--- config.mk ---
export PLATFORM = sky130hd
export DESIGN_NAME = uparc_pipe_ctrl
export DESIGN_NICKNAME = d
export VERILOG_FILES = /design/src/rtl/uparc_pipe_ctrl.sv
export SDC_FILE = /design/constraint.sdc
export NUM_CORES = 1
export LEC_CHECK = 0
export CAP_MARGIN = 40
export CORE_MARGIN = 1.5
export CORE_UTILIZATION = 41
export CTS_CLUSTER_SIZE = 20
export DETAILED_ROUTE_END_ITERATION = 8
export GPL_TIMING_DRIVEN = 0
export PLACE_DENSITY = 0.76
export SYNTH_ARGS = -nofsm -noshare
export SYNTH_HDL_FRONTEND = slang
export SYNTH_SLANG_ARGS = --single-unit
--- constraint.sdc ---
create_clock -name clk -period 2 [get_ports clk]
set_input_delay 0.4 -clock clk [delete_from_list [all_inputs] [get_ports clk]]
set_output_delay 0.4 -clock clk [all_outputs]
set_load 0.02 [all_outputs]
--- src/rtl/uparc_pipe_ctrl.sv ---
`default_nettype none
//============================================================================
// Module   : uparc_pipe_ctrl
// Purpose  : Pipeline interlock and flush controller. Detects load-use and
//            mul/div hazards against the instruction in decode, sequences the
//            nullify/bubble flush on exception entry and counts hold cycles.
// Revision : 1.0  initial release
//============================================================================

`ifndef UPARC_REGNO_WIDTH
`define UPARC_REGNO_WIDTH 5
`endif
`ifndef UPARC_IMDOP_WIDTH
`define UPARC_IMDOP_WIDTH 3
`endif
`ifndef UPARC_IMDOP_IDLE
`define UPARC_IMDOP_IDLE 3'b000
`endif

module uparc_pipe_ctrl #(
    parameter int FLUSH_LEN = 2,
    parameter int CNT_WIDTH = 16
) (
    input  logic                          clk,
    input  logic                          nrst,
    input  logic                          i_fetch_stall,
    input  logic                          i_mem_stall,
    input  logic [`UPARC_REGNO_WIDTH-1:0] i_dec_rs_no,
    input  logic [`UPARC_REGNO_WIDTH-1:0] i_dec_rt_no,
    input  logic [`UPARC_IMDOP_WIDTH-1:0] i_dec_imd_op,
    input  logic [`UPARC_REGNO_WIDTH-1:0] i_ex_rd_no,
    input  logic                          i_ex_load,
    input  logic                          i_imd_busy,
    input  logic                          i_exc_req,
    input  logic                          i_cnt_clr,
    output logic                          o_hold,
    output logic                          o_bubble,
    output logic                          o_nullify,
    output logic                          o_exc_ack,
    output logic [1:0]                    o_state,
    output logic [CNT_WIDTH-1:0]          o_stall_cnt
);

    localparam logic [1:0] c_ST_RUN   = 2'd0;
    localparam logic [1:0] c_ST_IMDW  = 2'd1;
    localparam logic [1:0] c_ST_FLUSH = 2'd2;

    // The acceptance cycle already nullifies once, so FLUSH covers the rest.
    // FLUSH_LEN=1 means the acceptance cycle alone is the whole flush.
    localparam logic       c_USE_FLUSH  = (FLUSH_LEN >= 2);
    localparam logic [1:0] c_FLUSH_INIT = (FLUSH_LEN >= 2) ? 2'(FLUSH_LEN - 2) : 2'd0;

    logic [1:0]           state_q, state_d;
    logic [1:0]           flush_cnt_q, flush_cnt_d;
    logic [CNT_WIDTH-1:0] stall_cnt_q, stall_cnt_d;

    logic w_core_stall;
    logic w_ldhaz;
    logic w_imdhaz;
    logic w_exc_take;

    assign w_core_stall = i_fetch_stall | i_mem_stall;

    assign w_ldhaz = i_ex_load && (i_ex_rd_no != '0) &&
                     ((i_ex_rd_no == i_dec_rs_no) || (i_ex_rd_no == i_dec_rt_no));

    assign w_imdhaz = (i_dec_imd_op != `UPARC_IMDOP_IDLE) && i_imd_busy;

    // Exceptions are only taken in RUN/IMDW; FLUSH ignores further requests.
    assign w_exc_take = i_exc_req && !w_core_stall &&
                        ((state_q == c_ST_RUN) || (state_q == c_ST_IMDW));

    // State and flush counter registers.
    always_ff @(posedge clk or negedge nrst) begin
        if (!nrst) begin
            state_q     <= c_ST_RUN;
            flush_cnt_q <= 2'd0;
        end else begin
            state_q     <= state_d;
            flush_cnt_q <= flush_cnt_d;
        end
    end

    // Next-state logic; everything freezes during a core stall.
    always_comb begin
        state_d     = state_q;
        flush_cnt_d = flush_cnt_q;
        if (!w_core_stall) begin
            case (state_q)
                c_ST_RUN: begin
                    if (w_exc_take) begin
                        state_d     = c_USE_FLUSH ? c_ST_FLUSH : c_ST_RUN;
                        flush_cnt_d = c_FLUSH_INIT;
                    end else if (w_imdhaz) begin
                        state_d = c_ST_IMDW;
                    end
                end
                c_ST_IMDW: begin
                    if (w_exc_take) begin
                        state_d     = c_USE_FLUSH ? c_ST_FLUSH : c_ST_RUN;
                        flush_cnt_d = c_FLUSH_INIT;
                    end else if (!i_imd_busy) begin
                        state_d = c_ST_RUN;
                    end
                end
                c_ST_FLUSH: begin
                    if (flush_cnt_q == 2'd0) begin
                        state_d = c_ST_RUN;
                    end else begin
                        flush_cnt_d = flush_cnt_q - 2'd1;
                    end
                end
                default: begin
                    state_d     = c_ST_RUN;
                    flush_cnt_d = 2'd0;
                end
            endcase
        end
    end

    // Pipeline control outputs, combinational from state and inputs.
    always_comb begin
        o_hold    = 1'b0;
        o_bubble  = 1'b0;
        o_nullify = 1'b0;
        o_exc_ack = 1'b0;
        if (!w_core_stall) begin
            case (state_q)
                c_ST_RUN, c_ST_IMDW: begin
                    if (w_exc_take) begin
                        o_exc_ack = 1'b1;
                        o_nullify = 1'b1;
                        o_bubble  = 1'b1;
                    end else if (state_q == c_ST_IMDW) begin
                        o_hold   = i_imd_busy;
                        o_bubble = i_imd_busy;
                    end else begin
                        o_hold   = w_ldhaz | w_imdhaz;
                        o_bubble = w_ldhaz | w_imdhaz;
                    end
                end
                c_ST_FLUSH: begin
                    o_nullify = 1'b1;
                    o_bubble  = 1'b1;
                end
                default: begin
                    o_hold = 1'b0;
                end
            endcase
        end
    end

    // Saturating hold-cycle counter; clear wins and works through stalls.
    always_comb begin
        stall_cnt_d = stall_cnt_q;
        if (i_cnt_clr) begin
            stall_cnt_d = '0;
        end else if (!w_core_stall && o_hold && !(&stall_cnt_q)) begin
            stall_cnt_d = stall_cnt_q + 1'b1;
        end
    end

    // Stall counter register.
    always_ff @(posedge clk or negedge nrst) begin
        if (!nrst) begin
            stall_cnt_q <= '0;
        end else begin
            stall_cnt_q <= stall_cnt_d;
        end
    end

    assign o_state     = state_q;
    assign o_stall_cnt = stall_cnt_q;

endmodule

`default_nettype wire

==> metrics.txt, run 1 <==
WL final=5550 um; initial antenna violation count=0; worst-path maximum fanout=4; GR Util All Layers=0.257; sequential power share=0.407; Clk pwr share=0.209; die width=61.3 um; sequential area share after synthesis=0.359; Root Driver=clkbuf_4; worst-margin pin slew=slightly below 0.6 ns; row count=20; CP arrival=~1.8 ns; fin worst setup slack=-0.222 ns; CP endpoint kind=output port; Post-CTS Hold Buffers=0; Final Hold Viols=0; H-tree Lvls=1; Synth async-reset ratio=1.00; post-synthesis cell type count=39; yosys warns=0; initial core utilization=0.445; required time worst endpoint=1.60 ns; largest net degree at the start of global routing=14; worst hold path type=in -> async; CTS clock-pin slew for the worst setup and hold paths=0.11 ns; fin area=0.00242 mm2; RSZ-0062 raised after global routing=true; PnR Total Power=1130 uW; Post-Syn Area=0.00139 mm2; IO Port Bufs=47; Final period util=1.11; register area=512 um2; drt pass-1 iters=5; syn_nets=186; share of cells above drive strength 1=0.470; CTS sink cnt=20; fmax=450 MHz; hpwl dp=~3100 um; Worst-Skew Late Latency=0.30 ns; Max VDD drop=0.000369 V; slowest stage delay, CP=roughly 0.26 ns; DRC Markers=0; Logic pwr share=0.384; Leak=between 0.0009 and 0.001 uW; Area Growth Syn to Fin=74.1%; Via density=6.04; P per Cell Area=465 mW/mm2; crit path cell chain=buf_4, xor2_2, nor3_2, a22oi_2, o21a_1, buf_8, a221oi_4, buf_6; Avg Cell Area, Syn=8.81 um2; final core utilization=0.775; diode count=0; failing checks=negative setup slack; max cap viols=0; vias in the first global route=between 1500 and 2000; Longest Clk Path Bufs=2; DRT antenna net count=0; Most used DFF post-synth=dfrtp_1; I/O pin cnt=48; Slew Viols, Final=0; Fill cells=198; Worst Setup Path Type=in -> out; critical path's slowest cell=a221oi_4; DIE AREA=0.00376 mm2; overflow left after global routing=0; Synth Register Bits=20; GPL Wtd Cong=0.838; switching pwr=approximately 390 uW; area of the multi-input gates=0.00109 mm2; status=finished, violations left; first-pass GRT wire length=7200 um; Cells after Synth=158; Slew HR=0.605; Post-synth EDFFs=0; Fin Clk Skew=about 0.0067 ns; Placement Cell Area=0.00198 mm2; Placeable Area=around 0.0031 mm2; Net Sw Frac=0.348; CTS tree=done; internal power=approximately 740 uW; 1st-iter DRT viols=116; die height=roughly 61 um; vias=1680; Final Setup Violations=10; CP startpoint kind=primary input; min cycle time layout=around 2.2 ns; Final Net Count=263; Num CTS Buffers=3; routed len/inst=about 20 um
[cells in the final DEF (no fill, tap or decap), types with 4 or more instances in the layout]
| cell | synthesis | routed |
|---|---|---|
| nor2_1 | 12 | 9 |
| buf_4 | 1 | 26 |
| nand2_1 | 11 | 10 |
| buf_2 | 0 | 6 |
| nand3_1 | 6 | 6 |
| dfrtp_1 | 20 | 11 |
| o21ai_0 | 9 | 5 |
| inv_1 | 7 | 6 |
| nor2b_1 | 5 | 5 |
| buf_6 | 2 | 7 |
| xor2_1 | 10 | 7 |
| or4_4 | 0 | 5 |
| a21oi_2 | 0 | 5 |
| buf_8 | 0 | 4 |
| clkdlybuf4s50_1 | 0 | 24 |
| a21oi_1 | 15 | 10 |
| dfrtp_2 | 0 | 9 |
| nor3_2 | 2 | 4 |
[power groups by stage]
stage / Clock, uW / Combinational [uW] / Sequential, uW
floorplan: 0 / 178 / 468
global placement: 0 / 309 / 458
detailed placement: 0 / 327 / 462
CTS: 243 / 353 / 465
global route: 266 / 461 / 461
finish: 235 / 433 / 459
[stage by stage]
| stage | TNS, ns | std cells | hold WS [ns] | worst slack (ns) |
|---|---|---|---|---|
| after floorplan | -0.0132 | 158 | 0.104 | -0.0132 |
| after global placement | -10.37 | 249 | 0.487 | -1.15 |
| after detailed placement | -11.60 | 250 | 0.509 | -1.21 |
| after CTS | -0.428 | 270 | 0.382 | -0.190 |
| after global routing | -1.08 | 278 | 0.372 | -0.251 |
| final | -0.662 | 278 | 0.377 | -0.222 |
[flip-flops by register name, summed over array words and instances, names as in the netlist]
| signal | count |
|---|---|
| o_stall_cnt | 16 |
| flush_cnt_q | 2 |
| o_state | 2 |
[Yosys cell counts, drive strengths merged, types with 2 or more instances]
cell type / n / share of area
buf: 3 / 0.022
ha: 2 / 0.018
clkbuf: 3 / 0.0081
inv: 7 / 0.019
nor2: 12 / 0.032
mux2: 5 / 0.040
a41o: 3 / 0.022
nand3: 6 / 0.022
or3: 2 / 0.0090
a21oi: 15 / 0.054
nor4: 3 / 0.013
nor3: 7 / 0.032
and4: 2 / 0.014
o31ai: 5 / 0.027
o21ai: 9 / 0.032
nand2: 11 / 0.030
and2: 3 / 0.015
dfrtp: 20 / 0.36
or4: 6 / 0.032
nand4: 3 / 0.013
o2111ai: 3 / 0.019
and3: 4 / 0.022
xor2: 10 / 0.063
nor2b: 5 / 0.022
[cell type report]
| type | instances | share of cell area |
|---|---|---|
| multi-input cells | 125 | 0.451 |
| repair buffers | 74 | 0.273 |
| flip-flops and latches | 20 | 0.211 |
| well taps | 44 | 0.0227 |
| plain buffers | 4 | 0.0155 |
| clock buffers | 4 | 0.0150 |
| inverters | 7 | 0.0108 |
[logic make-up after synthesis]
kind of cell | Yosys count | synth area share
xor gates and xnor gates | 10 | 0.0629
and+or+nand+nor | 64 | 0.258
muxes | 5 | 0.0404
buffers and inverters | 13 | 0.0485
adders and majority gates | 2 | 0.0180
AOI/OAI and AO/OA | 44 | 0.213
DFF | 20 | 0.359
[critical path, delay by kind of cell]
family          cells  cell delay [ns]
compound gates      3             0.61
xor+xnor            1             0.15
buf+inv             3             0.45
simple gates        1             0.20
[final timing paths]
check | startpoint | to | slack (ns) | depth (start not counted)
max in group asynchronous | nrst | o_stall_cnt[1] | 1.19 | 2
min in group clk | flush_cnt_q[1] | flush_cnt_q[1] | 0.53 | 2
hold / removal | nrst | flush_cnt_q[1] | 0.38 | 1
setup reg to reg | o_stall_cnt[3] | o_stall_cnt[14] | -0.07 | 8
hold reg to reg | flush_cnt_q[1] | flush_cnt_q[1] | 0.53 | 2
setup / recovery | i_ex_rd_no[0] | o_bubble | -0.22 | 8
[routing by layer]
layer  vias to the layer above  share of wire  GRT usage
met5                         -              0          0
met4                         0          0.038     0.0373
met3                        30          0.065     0.0504
met2                        85           0.53      0.459
met1                       822           0.37      0.329
li1                        743              -          -
[what timing repair did]
| action | in CTS | in global routing |
|---|---|---|
| pin swaps | 22 | 16 |
| resized for setup | 101 | 43 |
| setup buffers | 17 | 10 |
| setup endpoints to repair | 20 | 19 |
(Power assumes the default switching activity.)
==> run 2: changes to the inputs <==
- CORE_UTILIZATION: 41 -> 45
- PLACE_DENSITY: 0.76 -> 0.8
- TNS_END_PERCENT: not set -> 30
- clock period: 2 -> 2.41 ns (I/O delays scaled with it)
==> metrics.txt, run 2 (synthesized netlist as in run 1, its figures left out) <==
status=finished clean; first-pass GRT wire length=between 6000 and 7000 um; register area=~500 um2; Final period util=0.981; CP startpoint kind=primary input; drt pass-1 iters=4; CP arrival=1.88 ns; most common cell after layout, fill and taps aside=clkdlybuf4s50_1; Fill cells=244; TNS Setup=0 ns; max cap viols=0; DRT antenna net count=0; Area Growth Syn to Fin=45.5%; vias in the first global route=1496; CP endpoint kind=output port; worst-path maximum fanout=5; DIE AREA=0.00344 mm2; H-tree Lvls=1; Placement Cell Area=just under 0.002 mm2; vias=1480; largest net degree at the start of global routing=12; die width=slightly below 60 um; row count=20; GR Util All Layers=0.247; CTS clock-pin slew for the worst setup and hold paths=0.11 ns; WL final=4130 um; Num CTS Buffers=3; GPL Wtd Cong=0.840; Post-CTS Hold Buffers=0; min cycle time layout=2.37 ns; die height=between 50 and 60 um; Final Net Count=246; Final Hold Viols=0; share of cells above drive strength 1=0.189; Worst Setup Path Type=in -> out; Placeable Area=0.00300 mm2; Final Setup Violations=0; Root Driver=clkbuf_4; worst hold path type=in -> async; routed len/inst=between 15 and 20 um; fin area=0.00203 mm2; CTS sink cnt=20; hpwl dp=between 3000 and 4000 um; Via density=5.92; initial core utilization=0.464; Slew HR=0.594; Slew Viols, Final=0; max reg flops=16; overflow left after global routing=0; area of the multi-input gates=871 um2; P per Cell Area=418 mW/mm2; required time worst endpoint=1.93 ns; Leak=0.000838 uW; commonest non-fill, non-tap cells in the layout=clkdlybuf4s50_1, dfrtp_1, a21oi_1; fmax=423 MHz; 1st-iter DRT viols=57; initial antenna violation count=0; Longest Clk Path Bufs=2; CTS tree=done; DRC Markers=0; diode count=0; Worst-Skew Late Latency=0.30 ns; I/O pin cnt=48; RSZ-0062 raised after global routing=true; IO Port Bufs=47; worst-margin pin slew=0.606 ns; Fin Clk Skew=0.00531 ns; Max VDD drop=0.000362 V
-- run 2: layer usage --
metal,GRT usage,part of all wire
met1,0.300,0.41
met2,0.456,0.51
met5,0,0
met4,0.0779,0.016
met3,0.0242,0.067
-- run 2: report_power, final --
part | internal (uW) | leakage [uW] | total [uW] | switching, uW
registers | 356 | 0.000275 | 375 | 18.9
clock network | 92.2 | 0.0000210 | 197 | 105
logic | 122 | 0.000542 | 275 | 154
-- run 2: metrics by stage --
stage | std cells | hold WS, ns | util | total power [uW] | setup slack [ns]
floorplan | 158 | 0.186 | - | 523 | 0.127
global placement | 238 | 0.487 | 0.636 | 621 | -0.946
detailed placement | 239 | 0.508 | 0.640 | 641 | -0.955
CTS | 250 | 0.527 | 0.673 | 849 | -0.169
global route | 250 | 0.525 | 0.675 | 894 | 0.00714
finish | 250 | 0.515 | 0.675 | 847 | 0.0448
-- run 2: repair_timing --
item | 4_1_cts | 5_1_grt
gates cloned | 0 | 0
endpoints found under the setup margin | 4 | 6
gates resized for setup | 40 | 9
buffers inserted | 7 | 2
pin swaps | 7 | 9
-- run 2: path summary, 6_finish.rpt --
kind | from | to | slack (ns) | depth (start not counted)
max in group asynchronous | nrst | o_state[0] | 1.42 | 2
worst min register to register | flush_cnt_q[1] | flush_cnt_q[1] | 0.53 | 2
worst max register to register | o_stall_cnt[0] | o_stall_cnt[7] | 0.17 | 7
worst min-delay path | nrst | o_stall_cnt[3] | 0.52 | 1
min in group clk | flush_cnt_q[1] | flush_cnt_q[1] | 0.53 | 2
worst max-delay path | i_dec_imd_op[0] | o_bubble | 0.04 | 6
-- run 2: critical path, cell delays in order --
cell             delay (ns)
clkdlybuf4s50_1        0.40
or3_4                  0.40
o21ai_2                0.19
o21a_4                 0.18
a221oi_2               0.06
buf_4                  0.17
-- run 2: area by class of cell --
type | instances | area share
plain buffers | 4 | 0.0111
clock buffers | 4 | 0.0179
multi-input cells | 125 | 0.430
repair buffers | 57 | 0.261
inverters | 7 | 0.0130
well taps | 33 | 0.0204
flip-flops and latches | 20 | 0.247
==> run 3: changes to the inputs <==
- PLACE_DENSITY: 0.8 -> 0.85
==> metrics.txt, run 3 (synthesized netlist as in run 1, its figures left out) <==
fin worst setup slack=0.0625 ns; hpwl dp=2860 um; status=finished clean; most common cell after layout, fill and taps aside=clkdlybuf4s50_1; initial core utilization=0.464; GR Util All Layers=0.241; routed len/inst=~16 um; die height=58.6 um; DRC Markers=0; top sig layer=met4; Root Driver=clkbuf_4; Final period util=0.974; Metal-1 WL=1600 um; CTS sink cnt=20; area of the multi-input gates=between 800 and 900 um2; 1st-iter DRT viols=53; H-tree Lvls=1; P per Cell Area=416 mW/mm2; worst-path maximum fanout=5; Slew HR=0.510; Fin Clk Skew=0.00413 ns; Fill cells=243; WL met3=290 um; Slew Viols, Final=0; Longest Clk Path Bufs=2; vias in the first global route=1403; Via density=~6; CTS clock-pin slew for the worst setup and hold paths=0.11 ns; register area=500 um2; CP startpoint kind=primary input; length of routed met2 wiring=slightly below 2000 um; CP arrival=between 1.5 and 2 ns; DRT antenna net count=0; DP Worst Slack=-0.977 ns; CP endpoint kind=output port; min cycle time layout=about 2.3 ns; Worst-Skew Late Latency=0.31 ns; max cap viols=0; Worst Setup Path Type=in -> out; Final Hold Viols=0; commonest non-fill, non-tap cells in the layout=clkdlybuf4s50_1, dfrtp_1, a21oi_1, nor2_1, nand2_1; first-pass GRT wire length=about 6300 um; drt pass-1 iters=4; Final Net Count=~240; vias=around 1500; Num CTS Buffers=3; initial antenna violation count=0; TNS Setup=0 ns; CTS tree=done; Area Growth Syn to Fin=45.4%; required time worst endpoint=1.93 ns; diode count=0; max reg flops=16; share of cells above drive strength 1=0.192; RSZ-0062 raised after global routing=false; GPL Wtd Cong=roughly 0.9; worst-margin pin slew=0.728 ns; DIE AREA=0.00344 mm2; Max VDD drop=0.000296 V; IO Port Bufs=47; die width=58.6 um; worst hold path type=in -> async; largest net degree at the start of global routing=12; Placeable Area=between 0.003 and 0.004 mm2; Final Setup Violations=0; fmax=426 MHz; Leak=slightly below 0.0009 uW; row count=20; I/O pin cnt=48; overflow left after global routing=0; WL final=3930 um
==> run 3: cell types whose count changed in the layout (fill, tap and decap cells not counted), moves of 2 or more <==
cell             before  now
buf_4                11    9
clkdlybuf4s15_1       2    0
clkdlybuf4s50_1      28   26
dlygate4sd2_1        10    8
dlymetal6s2s_1        2    6
o21ai_1               2    0
==> run 3: cell type report <==
type	instances	area share
inverter	7	0.0130
clock buffer	4	0.0179
sequential	20	0.247
timing repair buffer	55	0.258
multi-input combinational	125	0.434
tap	33	0.0204
buffer	3	0.00927
==> run 3: power breakdown <==
part / internal [uW] / switching, uW
logic: 120 / 137
clock network: 92.3 / 106
registers: 355 / 32.5
==> run 3: worst paths after layout <==
path                            cells past startpoint              end      startpoint  slack (ns)
max in group asynchronous                           2  o_stall_cnt[11]            nrst        1.47
worst max register to register                      6   o_stall_cnt[3]  o_stall_cnt[0]        0.20
min in group clk                                    2   flush_cnt_q[1]  flush_cnt_q[1]        0.52
worst max-delay path                                6         o_bubble   i_ex_rd_no[3]        0.06
worst min-delay path                                1   o_stall_cnt[2]            nrst        0.48
worst min register to register                      2   flush_cnt_q[1]  flush_cnt_q[1]        0.52
==> run 3: metal layers <==
layer | GRT usage | vias to the layer above
li1 | - | 704
met5 | 0 | -
met3 | 0.0220 | 6
met1 | 0.317 | 703
met2 | 0.408 | 71
met4 | 0.0974 | 0
==> run 3: stage by stage <==
| step | power, uW | util | cells | area [um2] | hold WS (ns) |
|---|---|---|---|---|---|
| CTS | 848 | 0.672 | 247 | 2020 | 0.495 |
| detailed placement | 635 | 0.640 | 239 | 1920 | 0.501 |
| finish | 843 | 0.674 | 247 | 2020 | 0.480 |
| global placement | 620 | 0.636 | 238 | 1910 | 0.488 |
| global route | 904 | 0.674 | 247 | 2020 | 0.498 |
| floorplan | 523 | - | 158 | 1400 | 0.186 |
==> run 3: what timing repair did <==
action / CTS / global route
hold endpoints to repair: 0 / 0
gates resized for setup: 39 / 13
endpoints found under the setup margin: 6 / 6
hold buffers: 0 / 0
buffers inserted: 5 / 2
pin swaps: 7 / 9
==> run 3: worst max-delay path, stage by stage <==
cell,delay [ns]
clkdlybuf4s15_2,0.21
or4_4,0.56
o221ai_4,0.20
o21a_4,0.19
a221oi_2,0.06
buf_4,0.17
